## src/rtl/unidad_control_multiciclo_pkg.sv

```systemverilog
// rtl/unidad_control_multiciclo_pkg.sv - shared constants, encodings and enums for the multi-cycle control FSM
package unidad_control_multiciclo_pkg;

  // RV32I major opcodes handled by the core
  localparam logic [6:0] OP_LOAD   = 7'd3;
  localparam logic [6:0] OP_OPIMM  = 7'd19;
  localparam logic [6:0] OP_AUIPC  = 7'd23;
  localparam logic [6:0] OP_STORE  = 7'd35;
  localparam logic [6:0] OP_OP     = 7'd51;
  localparam logic [6:0] OP_LUI    = 7'd55;
  localparam logic [6:0] OP_BRANCH = 7'd99;
  localparam logic [6:0] OP_JALR   = 7'd103;
  localparam logic [6:0] OP_JAL    = 7'd111;

  // modo encodings, shared with control_alu
  localparam logic [1:0] MODO_SUMA  = 2'b00;
  localparam logic [1:0] MODO_OPIMM = 2'b01;
  localparam logic [1:0] MODO_OP    = 2'b10;
  localparam logic [1:0] MODO_SALTO = 2'b11;

  // ALU operand A sources
  localparam logic [1:0] SEL_A_RS1    = 2'b00;
  localparam logic [1:0] SEL_A_PC     = 2'b01;
  localparam logic [1:0] SEL_A_PC_ANT = 2'b10;
  localparam logic [1:0] SEL_A_CERO   = 2'b11;

  // ALU operand B sources
  localparam logic [1:0] SEL_B_RS2    = 2'b00;
  localparam logic [1:0] SEL_B_IMM    = 2'b01;
  localparam logic [1:0] SEL_B_CUATRO = 2'b10;

  // Register-file write data sources
  localparam logic [1:0] SEL_RES_ALU = 2'b00;
  localparam logic [1:0] SEL_RES_MEM = 2'b01;
  localparam logic [1:0] SEL_RES_PC  = 2'b10;

  typedef enum logic [3:0] {
    INICIO, FETCH, DECODE, EJEC, SALTO, MEM_LEE, MEM_ESCR, ESCR_REG, ERROR
  } estado_t;

  typedef enum logic [3:0] {
    CL_OP, CL_OPIMM, CL_LUI, CL_AUIPC, CL_LOAD, CL_STORE,
    CL_JAL, CL_JALR, CL_BRANCH, CL_ILEGAL
  } clase_t;

endpackage

```

## src/rtl/unidad_control_multiciclo_decodificador_opcode.sv

```systemverilog
// rtl/unidad_control_multiciclo_decodificador_opcode.sv - maps an opcode to its instruction class and legal flag
module decodificador_opcode
  import unidad_control_multiciclo_pkg::*;
(
  input  logic [6:0] opcode,
  output clase_t     clase,
  output logic       legal
);

  // Pure lookup; anything not listed is an illegal instruction
  always_comb begin
    clase = CL_ILEGAL;
    case (opcode)
      OP_OP:     clase = CL_OP;
      OP_OPIMM:  clase = CL_OPIMM;
      OP_LUI:    clase = CL_LUI;
      OP_AUIPC:  clase = CL_AUIPC;
      OP_LOAD:   clase = CL_LOAD;
      OP_STORE:  clase = CL_STORE;
      OP_JAL:    clase = CL_JAL;
      OP_JALR:   clase = CL_JALR;
      OP_BRANCH: clase = CL_BRANCH;
      default:   clase = CL_ILEGAL;
    endcase
  end

  assign legal = (clase != CL_ILEGAL);

endmodule

```

## src/rtl/unidad_control_multiciclo.sv

```systemverilog
// rtl/unidad_control_multiciclo.sv - multi-cycle main control FSM for the RV32I core
module unidad_control_multiciclo
  import unidad_control_multiciclo_pkg::*;
#(
  parameter int ESPERA_MAX = 255
) (
  input  logic       clk,
  input  logic       nreset,
  input  logic [6:0] opcode,
  input  logic       mem_listo,
  input  logic       cond_salto,
  output logic [1:0] modo,
  output logic [1:0] sel_a,
  output logic [1:0] sel_b,
  output logic       sel_pc,
  output logic       sel_dir,
  output logic [1:0] sel_res,
  output logic       escr_ir,
  output logic       escr_pc,
  output logic       escr_reg,
  output logic       escr_mem,
  output logic       mem_valido,
  output logic       error,
  output logic       error_causa
);

  // Counter is at least 8 bits, wider only if ESPERA_MAX needs it
  localparam int CW = ($clog2(ESPERA_MAX + 1) > 8) ? $clog2(ESPERA_MAX + 1) : 8;
  localparam logic [CW-1:0] ESPERA_LIM = CW'(ESPERA_MAX);

  estado_t         estado_q, estado_d;
  logic [CW-1:0]   espera_q, espera_d;
  logic            causa_q, causa_d;
  clase_t          clase;
  logic            legal;
  logic            espera_mem;
  logic            agotado;

  decodificador_opcode u_decodificador (
    .opcode (opcode),
    .clase  (clase),
    .legal  (legal)
  );

  // States that hold a memory request open and therefore may time out
  assign espera_mem = (estado_q == FETCH) || (estado_q == MEM_LEE) || (estado_q == MEM_ESCR);
  // mem_listo wins over the time-out in the same cycle
  assign agotado = (ESPERA_MAX != 0) && espera_mem && !mem_listo && (espera_q == ESPERA_LIM);

  // State, wait counter and trap cause registers
  always_ff @(posedge clk or negedge nreset) begin
    if (!nreset) begin
      estado_q <= INICIO;
      espera_q <= '0;
      causa_q  <= 1'b0;
    end else begin
      estado_q <= estado_d;
      espera_q <= espera_d;
      causa_q  <= causa_d;
    end
  end

  // Next-state, trap cause and wait-counter update
  always_comb begin
    estado_d = estado_q;
    causa_d  = causa_q;
    case (estado_q)
      INICIO: estado_d = FETCH;
      FETCH: begin
        if (mem_listo) estado_d = DECODE;
        else if (agotado) begin
          estado_d = ERROR;
          causa_d  = 1'b1;
        end
      end
      DECODE: begin
        if (!legal) begin
          estado_d = ERROR;
          causa_d  = 1'b0;
        end else if (clase == CL_BRANCH) estado_d = SALTO;
        else estado_d = EJEC;
      end
      EJEC: begin
        case (clase)
          CL_OP, CL_OPIMM, CL_LUI, CL_AUIPC: estado_d = ESCR_REG;
          CL_LOAD:                           estado_d = MEM_LEE;
          CL_STORE:                          estado_d = MEM_ESCR;
          CL_JAL, CL_JALR:                   estado_d = FETCH;
          default: begin
            estado_d = ERROR;
            causa_d  = 1'b0;
          end
        endcase
      end
      SALTO: estado_d = FETCH;
      MEM_LEE, MEM_ESCR: begin
        if (mem_listo) estado_d = (estado_q == MEM_LEE) ? ESCR_REG : FETCH;
        else if (agotado) begin
          estado_d = ERROR;
          causa_d  = 1'b1;
        end
      end
      ESCR_REG: estado_d = FETCH;
      ERROR:    estado_d = ERROR;
      default:  estado_d = INICIO;
    endcase

    if ((estado_d != estado_q) || mem_listo || !espera_mem) espera_d = '0;
    else espera_d = espera_q + 1'b1;
  end

  // Datapath controls, strobes and handshake decoded from the current state
  always_comb begin
    modo        = MODO_SUMA;
    sel_a       = SEL_A_RS1;
    sel_b       = SEL_B_RS2;
    sel_pc      = 1'b0;
    sel_dir     = 1'b0;
    sel_res     = SEL_RES_ALU;
    escr_ir     = 1'b0;
    escr_pc     = 1'b0;
    escr_reg    = 1'b0;
    escr_mem    = 1'b0;
    mem_valido  = 1'b0;
    error       = 1'b0;
    error_causa = 1'b0;
    case (estado_q)
      FETCH: begin
        mem_valido = 1'b1;
        if (mem_listo) begin
          escr_ir = 1'b1;
          escr_pc = 1'b1;
          sel_a   = SEL_A_PC;
          sel_b   = SEL_B_CUATRO;
        end
      end
      DECODE: begin
        // Precompute the branch target into the ALU result register
        sel_a = SEL_A_PC_ANT;
        sel_b = SEL_B_IMM;
      end
      EJEC: begin
        case (clase)
          CL_OP:    modo = MODO_OP;
          CL_OPIMM: begin sel_b = SEL_B_IMM; modo = MODO_OPIMM; end
          CL_LUI:   begin sel_a = SEL_A_CERO; sel_b = SEL_B_IMM; end
          CL_AUIPC: begin sel_a = SEL_A_PC_ANT; sel_b = SEL_B_IMM; end
          CL_LOAD, CL_STORE: sel_b = SEL_B_IMM;
          CL_JAL, CL_JALR: begin
            // Link (PC = PC_ant+4) is written on the same edge as the jump
            sel_a    = (clase == CL_JAL) ? SEL_A_PC_ANT : SEL_A_RS1;
            sel_b    = SEL_B_IMM;
            escr_pc  = 1'b1;
            escr_reg = 1'b1;
            sel_res  = SEL_RES_PC;
          end
          default: ;
        endcase
      end
      SALTO: begin
        modo    = MODO_SALTO;
        sel_pc  = 1'b1;
        escr_pc = cond_salto;
      end
      MEM_LEE: begin
        mem_valido = 1'b1;
        sel_dir    = 1'b1;
      end
      MEM_ESCR: begin
        mem_valido = 1'b1;
        sel_dir    = 1'b1;
        escr_mem   = 1'b1;
      end
      ESCR_REG: begin
        escr_reg = 1'b1;
        sel_res  = (clase == CL_LOAD) ? SEL_RES_MEM : SEL_RES_ALU;
      end
      ERROR: begin
        error       = 1'b1;
        error_causa = causa_q;
      end
      default: ;
    endcase
  end

endmodule

```

## config.mk

```make
export PLATFORM = sky130hd
export DESIGN_NAME = unidad_control_multiciclo
export DESIGN_NICKNAME = d
export VERILOG_FILES = /design/src/rtl/unidad_control_multiciclo_pkg.sv /design/src/rtl/unidad_control_multiciclo_decodificador_opcode.sv /design/src/rtl/unidad_control_multiciclo.sv
export SDC_FILE = /design/constraint.sdc
export NUM_CORES = 1
export LEC_CHECK = 0
export CORE_MARGIN = 2
export CORE_UTILIZATION = 40
export CTS_CLUSTER_SIZE = 8
export DETAILED_ROUTE_END_ITERATION = 12
export PLACE_DENSITY = 0.7
export SETUP_SLACK_MARGIN = 0.1
export SKIP_LAST_GASP = 1
export SYNTH_ARGS = -nofsm -noshare
export SYNTH_HDL_FRONTEND = slang
export SYNTH_SLANG_ARGS = --single-unit
```

## constraint.sdc

```tcl
create_clock -name clk -period 3.2 [get_ports clk]
set_input_delay 0.96 -clock clk [delete_from_list [all_inputs] [get_ports clk]]
set_output_delay 0.96 -clock clk [all_outputs]
set_load 0.05 [all_outputs]
```

# Yosys cells after proc, flatten, opt, wreduce, memory -nomap -nowiden
# Cells that the tools add are included.
# classes
addsub,1
n_eq_ne,32
mux,38
n_reduce_logical,19
# op_table
cell,n
case mux 4 bit (9 select lines),1
== test 4 x 3 -> 1 bit (second input constant),8
case mux 4 bit (6 select lines),1
== test 7 x 6 -> 1 bit (second input constant),3
== test 7 bit (second input constant),3
case mux 2 bit (3 select lines),3
== test 4 x 2 -> 1 bit (second input constant),4
2-to-1 mux 1 bit,16
2-to-1 mux 4 bit,4
case mux 4 bit (4 select lines),1
== test 7 x 5 -> 1 bit (second input constant),2
case mux 2 bit (2 select lines),3
adder 8 x 1 -> 8 bit (second input constant),1
== test 4 x 1 -> 1 bit (second input constant),2
== test 4 bit (second input constant),2
== test 8 bit (second input constant),1
zero test 4 bit,2
2-to-1 mux 8 bit,1
OR reduction 8 bit,1
== test 7 x 2 -> 1 bit (second input constant),1
OR reduction 7 bit,1
2-to-1 mux 2 bit,3
2-to-1 mux 3 bit,2
inequality test 2 bit (second input constant),3
13 further kinds,21
# word_totals
register_bits,13
output_inout_bits,17
wordCells,93

# Logic depth before layout (Yosys ltp)
# Gate-level depths: netlist of the first run.
# logic_depth
word_depth,12
depth_mapped,6
depth_no_buf,5

# Modules after synthesis
# A second synthesis of the first run with hierarchy kept.
# hier_totals
hier_cells,132
hier_area_um2,1078.5
# modules_own_cells
mod,n_inst,cells_each,area_each_um2
unidad_control_multiciclo,1,112,938.4
decodificador_opcode,1,20,140.1

# Least setup slack after synthesis of the first run
# No wires, ideal clock.
# synth_path
kind,register -> output
startpoint,reg estado_q[3]
endpoint,out error_causa
t_arrival_ns,2.924
required_ns,2.240
slack_ns,-0.684
path_stages_with_launch,4
path_buffers,1
cell_sequence,dfrtp_1 clkbuf_1 nor4b_1 and2_1
# synth_via
elab_chain_cells,2
# synth_rtl
item,line,text
start: declaration,unidad_control_multiciclo.sv:31,"estado_t estado_q, estado_d;"
start signal: assignment,unidad_control_multiciclo.sv:57,estado_q <= estado_d;
== test 4 bit,unidad_control_multiciclo.sv:127,case (estado_q)
2-to-1 mux 1 bit,unidad_control_multiciclo.sv:127,
end: declaration,unidad_control_multiciclo.sv:24,output logic error_causa
# No other way between the ends.

# Worst setup path after layout of the first run
# layout_path
startpoint,in opcode[2]
endpoint,out sel_a[0]
# layout_via
elab_chain_cells,6
elab_cells_between_ends,17
# layout_rtl
item,line,text
start: declaration,unidad_control_multiciclo.sv:9,"input logic [6:0] opcode,"
== test 7 bit (tied with other cells),unidad_control_multiciclo_decodificador_opcode.sv:13,case (opcode)
case mux 4 bit (9 select lines) *,unidad_control_multiciclo_decodificador_opcode.sv:13,
== test 4 x 3 -> 1 bit,unidad_control_multiciclo.sv:143,case (clase)
OR reduction 2 bit,unidad_control_multiciclo.sv:143,
case mux 2 bit (3 select lines) *,unidad_control_multiciclo.sv:143,
case mux 2 bit (3 select lines) *,unidad_control_multiciclo.sv:127,
end: declaration,unidad_control_multiciclo.sv:13,"output logic [1:0] sel_a,"
# Every way passes the cells marked *; elsewhere a longest branch is shown, timed or not.

==> results of run 1 <==
==> power groups by stage <==
| stage | clock (mW) | combinational [mW] | sequential [mW] |
|---|---|---|---|
| 2_1_floorplan | 0 | 0.354 | 0.206 |
| 3_3_place_gp | 0 | 0.517 | 0.247 |
| 3_5_place_dp | 0 | 0.526 | 0.250 |
| 4_1_cts | 0.102 | 0.535 | 0.248 |
| 5_1_grt | 0.110 | 0.578 | 0.260 |
| 6_report | 0.0980 | 0.541 | 0.253 |
==> worst max-delay path: cells and delay by family <==
kind | cells | cell delay, ns
compound gates | 3 | 0.51
simple gates | 1 | 0.38
buf+inv | 2 | 0.26
==> sequential cells by signal (all words and copies together), names as in the netlist <==
register / flops
estado_q: 4
espera_q: 8
causa_q: 1
==> worst paths after layout <==
check | from | end | slack (ns) | cells after the start
max | opcode[2] | sel_a[0] | 0.12 | 6
min | espera_q[0] | espera_q[0] | 0.49 | 1
max reg2reg | estado_q[0] | estado_q[3] | 1.28 | 5
min reg2reg | espera_q[0] | espera_q[0] | 0.49 | 1
max in group asynchronous | nreset | estado_q[0] | 1.75 | 1
min in group asynchronous | nreset | espera_q[7] | 1.05 | 1
==> cells by family (layout without fill, tap and decap cells) <==
logic type | count (synthesis) | after routing | synth area share, %
compound gates | 28 | 28 | 18.0
mux | 1 | 1 | 0.917
simple gates | 78 | 78 | 38.2
xor+xnor | 6 | 6 | 4.82
fa+ha+maj | 1 | 1 | 1.15
flops | 13 | 13 | 29.8
buf+inv | 17 | 67 | 7.11
==> layout by cell type (no fill, tap or decap), drive strengths merged, types with 2 or more instances in the layout <==
master,n
o2111ai,3
nor3,6
xnor2,2
nand3,9
dlygate4sd2,4
nor4,2
o21ai,8
or4,2
xor2,4
and2,4
o31ai,3
nor2,24
or3,2
nand2b,5
a21oi,2
and3,2
nand3b,3
clkdlybuf4s50,4
nand4,2
or2,2
inv,9
clkbuf,5
dfrtp,13
buf,44
nand2,8
==> layout make-up <==
| cell class | count | area [um2] | share of cell area [%] |
|---|---|---|---|
| Multi-Input combinational cell | 114 | 857 | 45.9 |
| Timing Repair Buffer | 54 | 587 | 31.4 |
| Sequential cell | 13 | 328 | 17.5 |
| Tap cell | 30 | 37.5 | 2.01 |
| Inverter | 9 | 33.8 | 1.81 |
| Clock buffer | 4 | 26.3 | 1.41 |
==> synthesized netlist by cell type, types with 4 or more instances <==
library cell / number / area (um2)
nor2_1: 23 / 86.3
dfrtp_1: 13 / 325
inv_1: 9 / 33.8
nand3_1: 9 / 45.0
nand2_1: 8 / 30.0
nor3_1: 6 / 30.0
o21ai_0: 6 / 30.0
nand2b_1: 5 / 31.3
and2_1: 4 / 25.0
clkbuf_1: 4 / 15.0
xor2_1: 4 / 35.0
==> repair_timing <==
action / in CTS / in global routing
gates cloned: 0 / 0
buffers inserted: 3 / 2
setup endpoints to repair: 10 / 7
resized for setup: 34 / 10
pin swaps: 12 / 9
==> per-layer routing <==
metal / GRT usage [%] / vias to the layer above / share of wire (%)
li1: - / 616 / -
met1: 26.5 / 610 / 42
met2: 39.8 / 19 / 55
met3: 1.86 / 4 / 1.9
met4: 6.46 / 0 / 0.91
met5: 0 / - / 0
==> stage by stage <==
stage | setup WS (ns) | std cells | cell area, um2 | utilization (%)
3_3_place_gp | -0.266 | 215 | 1700 | 67.3
2_1_floorplan | 0.0160 | 144 | 1190 | -
6_report | 0.120 | 224 | 1870 | 74.1
5_1_grt | 0.0779 | 224 | 1870 | 74.1
4_1_cts | 0.0716 | 222 | 1820 | 72.0
3_5_place_dp | -0.302 | 215 | 1700 | 67.3
==> out/qor.csv, run 1 <==
stage,metric,value,unit
outcome,status,"finished, final reports clean",
cts,CTS Sinks,13,
routing,Via density,5.58,
sta,Fmax,325,MHz
final_layout,ant diodes,0,
routing,# DRC,0,
critical_path,Slowest cell on crit path,or3_4,
routing,Routed Wire Length,3400,um
sta,Hold Worst Slack,0.487,ns
critical_path,critical path cell sequence,buf_6 > or3_4 > a21oi_4 > o21ai_4 > o31ai_4 > buf_12,
synth,Mapped Cells,144,
cts,total CTS buffers,3,
critical_path,Worst Path Max Fanout,3,
sta,fin crit share,96.3,%
final_layout,Fillers,195,
die,Die Wd,56.2,um
synth,fraction of synthesis flops using an asynchronous set or reset pin,100,%
critical_path,critical path endpoint category,primary output,
cts,CTS root buf,clkbuf_4,
power_and_ir_drop,Leakage,0.800,nW
routing,DRT iter0 DRCs,42,
critical_path,worst setup path class,in -> out,
sta,fin crit period,3.08,ns
cts,clk_lat worst skew,0.27,ns
routing,DR vias,1249,
final_layout,share of cells above drive strength 1,39.2,%
run,max_cap viols,0,
die,FP Rows,18,
die,die footprint,3160,um2
grt,GR Overflow Total,0,
synth,Post-synth top flop,dfrtp_1,
sta,worst-margin pin slew,0.567,ns
final_layout,Syn-to-layout area delta,71.3,%
sta,RSZ-0062 raised after global routing,true,
synth,Yosys cell types,49,
cts,TritonCTS clock tree,yes,
worst_hold_path,worst hold path class,reg -> reg,
cts,H-tree depth,1,
sta,final hold violations,0,
routing,Pre-Repair DR Iteration Count,4,
synth,syn_nets,156,
sta,final setup vio count,0,
final_layout,Layout Nets,207,
routing,Routed Antenna Nets,0,
grt,initial antenna violation count,0,
cts,"Reg clk slew, reported paths",0.07,ns
sta,Sum Neg Setup Slack,0,ns
die,core area,2520,um2
power_and_ir_drop,Worst VDD drop,0.470,mV
sta,Pins Over Slew Limit,0,
routing,WL/cell,15.2,um
synth,"FF+latch count, synth",13,
grt,largest net degree at the start of global routing,16,
place,GP Congestion,0.862,
synth,Post-synth EDFFs,0,
power_and_ir_drop,switching share of power,46.2,%
cts,hold buffer count at cts,0,
critical_path,CP Data Required Time,2.24,ns
die,I/O pin cnt,28,
critical_path,crit path DAT,2.12,ns
place,HPWL Detailed,2430,um
synth,Ys Warns,0,
power_and_ir_drop,Pwr per Cell Area,477,nW/um2
critical_path,Max stage delay on crit path,0.38,ns
power_and_ir_drop,switching power,0.412,mW
grt,vias in the first global route,1252,
grt,first-pass GRT wire length,5580,um
cts,Clock Path Buffers,2,
critical_path,CP Launch Type,input port,
power_and_ir_drop,Combinational Power Share,60.6,%
sta,worst clock skew,0.00255,ns
die,Initial Util,43.3,%
synth,"Cell Area, Synth",1090,um2
synth,post-synthesis sequential area ratio,29.8,%
place,# port buffers,27,
synth,syn avg cell area,7.58,um2
sta,Worst slew margin,62.1,%
grt,GRT Util Overall,21.6,%
power_and_ir_drop,Overall Power,0.893,mW
die,die height,56.2,um
power_and_ir_drop,Clk network pwr share,11.0,%
power_and_ir_drop,sequential power share,28.4,%
power_and_ir_drop,Pint,0.480,mW
(Power assumes the default switching activity.)
==> run 2, diff against run 1 <==
CELL_PAD_IN_SITES_DETAIL_PLACEMENT = 1   (was default)
CELL_PAD_IN_SITES_GLOBAL_PLACEMENT = 1   (was default)
CORE_UTILIZATION = 34   (was 40)
PLACE_DENSITY = 0.81   (was 0.7)
==> out/qor.csv, run 2 (synthesis results as in run 1) <==
stage,metric,value,unit,change
final_layout,final non-filler cell total,238,,was 224
critical_path,CP Launch Type,input port,,unchanged
die,core area,3050,um2,was 2520 um2
grt,vias in the first global route,1312,,was 1252
power_and_ir_drop,Pwr per Cell Area,485,nW/um2,was 477 nW/um2
final_layout,ant diodes,0,,unchanged
final_layout,post-route cell area,1840,um2,was 1870 um2
grt,initial antenna violation count,0,,unchanged
critical_path,worst setup path class,in -> out,,unchanged
routing,Routed Antenna Nets,0,,unchanged
routing,DR vias,1306,,was 1249
routing,# DRC,0,,unchanged
power_and_ir_drop,Leakage,0.798,nW,was 0.800 nW
critical_path,Top delay family on crit path,compound AO/OA/AOI/OAI gates,,unchanged
routing,Pre-Repair DR Iteration Count,4,,unchanged
die,die height,60.6,um,was 56.2 um
power_and_ir_drop,Overall Power,0.895,mW,was 0.893 mW
final_layout,share of cells above drive strength 1,38.1,%,was 39.2%
final_layout,most frequent cells in the layout,"buf_4 (28), nor2_1 (19), dfrtp_1 (11), buf_12 (11), inv_1 (9)",,"was buf_4 (27), nor2_1 (19), dfrtp_1 (11), buf_12 (11), inv_1 (9)"
final_layout,"commonest non-fill, non-tap cell in the layout",buf_4,,unchanged
sta,Fmax,326,MHz,was 325 MHz
final_layout,Syn-to-layout area delta,68.9,%,was 71.3%
power_and_ir_drop,Worst VDD drop,0.355,mV,was 0.470 mV
place,# port buffers,27,,unchanged
final_layout,"Most flops, register",espera_q,,unchanged
grt,largest net degree at the start of global routing,16,,unchanged
cts,clk_lat worst skew,0.27,ns,about the same
sta,fin crit share,96.0,%,was 96.3%
grt,GR Overflow Total,0,,unchanged
sta,Worst slew margin,61.3,%,was 62.1%
die,die footprint,3680,um2,was 3160 um2
sta,final hold violations,0,,unchanged
sta,worst clock skew,0.00175,ns,was 0.00255 ns
final_layout,Top Registers,"espera_q (8), estado_q (4), causa_q (1)",,unchanged
cts,hold buffer count at cts,0,,unchanged
sta,worst-margin pin slew,0.579,ns,was 0.567 ns
critical_path,CP Data Required Time,2.24,ns,about the same
critical_path,crit path DAT,2.11,ns,was 2.12 ns
die,I/O pin cnt,28,,unchanged
sta,final setup vio count,0,,unchanged
critical_path,Bufs and invs on worst path,2,,unchanged
critical_path,Slowest cell on crit path,or3_1,,was or3_4
place,DP Area,1750,um2,was 1700 um2
sta,Pins Over Slew Limit,0,,unchanged
sta,Sum Neg Setup Slack,0,ns,unchanged
routing,Routed Wire Length,4140,um,was 3400 um
cts,H-tree depth,1,,unchanged
critical_path,critical path cell sequence,buf_6 > or3_1 > a21oi_2 > o21ai_4 > o31ai_4 > buf_12,,was buf_6 > or3_4 > a21oi_4 > o21ai_4 > o31ai_4 > buf_12
routing,Via density,5.49,,was 5.58
die,Initial Util,35.7,%,was 43.3%
routing,WL/cell,17.4,um,was 15.2 um
cts,Clock Path Buffers,2,,unchanged
place,GP Congestion,0.877,,was 0.862
cts,TritonCTS clock tree,yes,,unchanged
cts,CTS root buf,clkbuf_4,,unchanged
worst_hold_path,worst hold path class,reg -> reg,,unchanged
critical_path,Max stage delay on crit path,0.37,ns,was 0.38 ns
die,FP Rows,20,,was 18
critical_path,critical path endpoint category,primary output,,unchanged
sta,RSZ-0062 raised after global routing,true,,unchanged
place,HPWL Detailed,3290,um,was 2430 um
final_layout,max FFs per register,8,,unchanged
outcome,status,"finished, final reports clean",,unchanged
run,max_cap viols,0,,unchanged
grt,first-pass GRT wire length,6690,um,was 5580 um
place,Cell Count Post-Placement,232,,was 215
cts,CTS Sinks,13,,unchanged
sta,Hold Worst Slack,0.513,ns,was 0.487 ns
critical_path,flop2flop setup slack,1.29,ns,was 1.28 ns
critical_path,Worst Path Max Fanout,3,,unchanged
cts,"Reg clk slew, reported paths",0.07,ns,about the same
sta,fin crit period,3.07,ns,was 3.08 ns
die,Die Wd,60.6,um,was 56.2 um
final_layout,Layout Nets,207,,unchanged
routing,DRT iter0 DRCs,77,,was 42
grt,GRT Util Overall,24.6,%,was 21.6%
cts,total CTS buffers,3,,unchanged
[run 2: routing by layer]
metal  part of all wire (%)  track usage [%]  up-vias
met5                      0                0        -
met4                    1.6             5.28        0
met3                    2.7             4.05        6
met2                     54             45.8       25
met1                     41             29.7      660
li1                       -                -      615
[run 2: repair_timing]
item | CTS | global route
gates cloned | 0 | 0
pin swaps | 8 | 5
resized for setup | 31 | 10
buffers inserted | 1 | 1
setup endpoints to repair | 11 | 7
[run 2: worst register-to-register path, delay by kind of cell, from the launching register on]
kind               cells  cell delay, ns
AOI/OAI and AO/OA      1            0.32
and+or+nand+nor        3            0.96
DFF                    1            0.50
[run 2: area by class of cell]
class                           instances  area, um2
Clock buffer                            4       26.3
Fill cell                             377       1210
Tap cell                               44       55.1
Timing Repair Buffer                   54        568
Inverter                                9       33.8
Sequential cell                        13        328
Multi-Input combinational cell        114        832
[run 2: path summary, 6_finish.rpt]
check | end | depth (start not counted) | start
worst max-delay path | sel_a[0] | 6 | opcode[2]
worst min register to register | espera_q[0] | 1 | espera_q[0]
min in group asynchronous | espera_q[6] | 1 | nreset
worst max register to register | estado_q[3] | 4 | estado_q[1]
worst min-delay path | espera_q[0] | 1 | espera_q[0]
max in group asynchronous | estado_q[0] | 1 | nreset
[run 2: power by group]
group          switching [mW]  internal (mW)  leakage, nW  total (mW)
sequential             0.0639          0.187        0.175       0.251
clock                  0.0502         0.0483       0.0150      0.0985
combinational           0.314          0.230        0.608       0.545
[run 2: through the flow]
step / util, % / setup WS [ns]
2_1_floorplan: - / 0.0160
3_3_place_gp: 57.3 / -0.244
3_5_place_dp: 57.3 / -0.283
4_1_cts: 59.6 / 0.0873
5_1_grt: 60.4 / 0.0792
6_report: 60.4 / 0.128
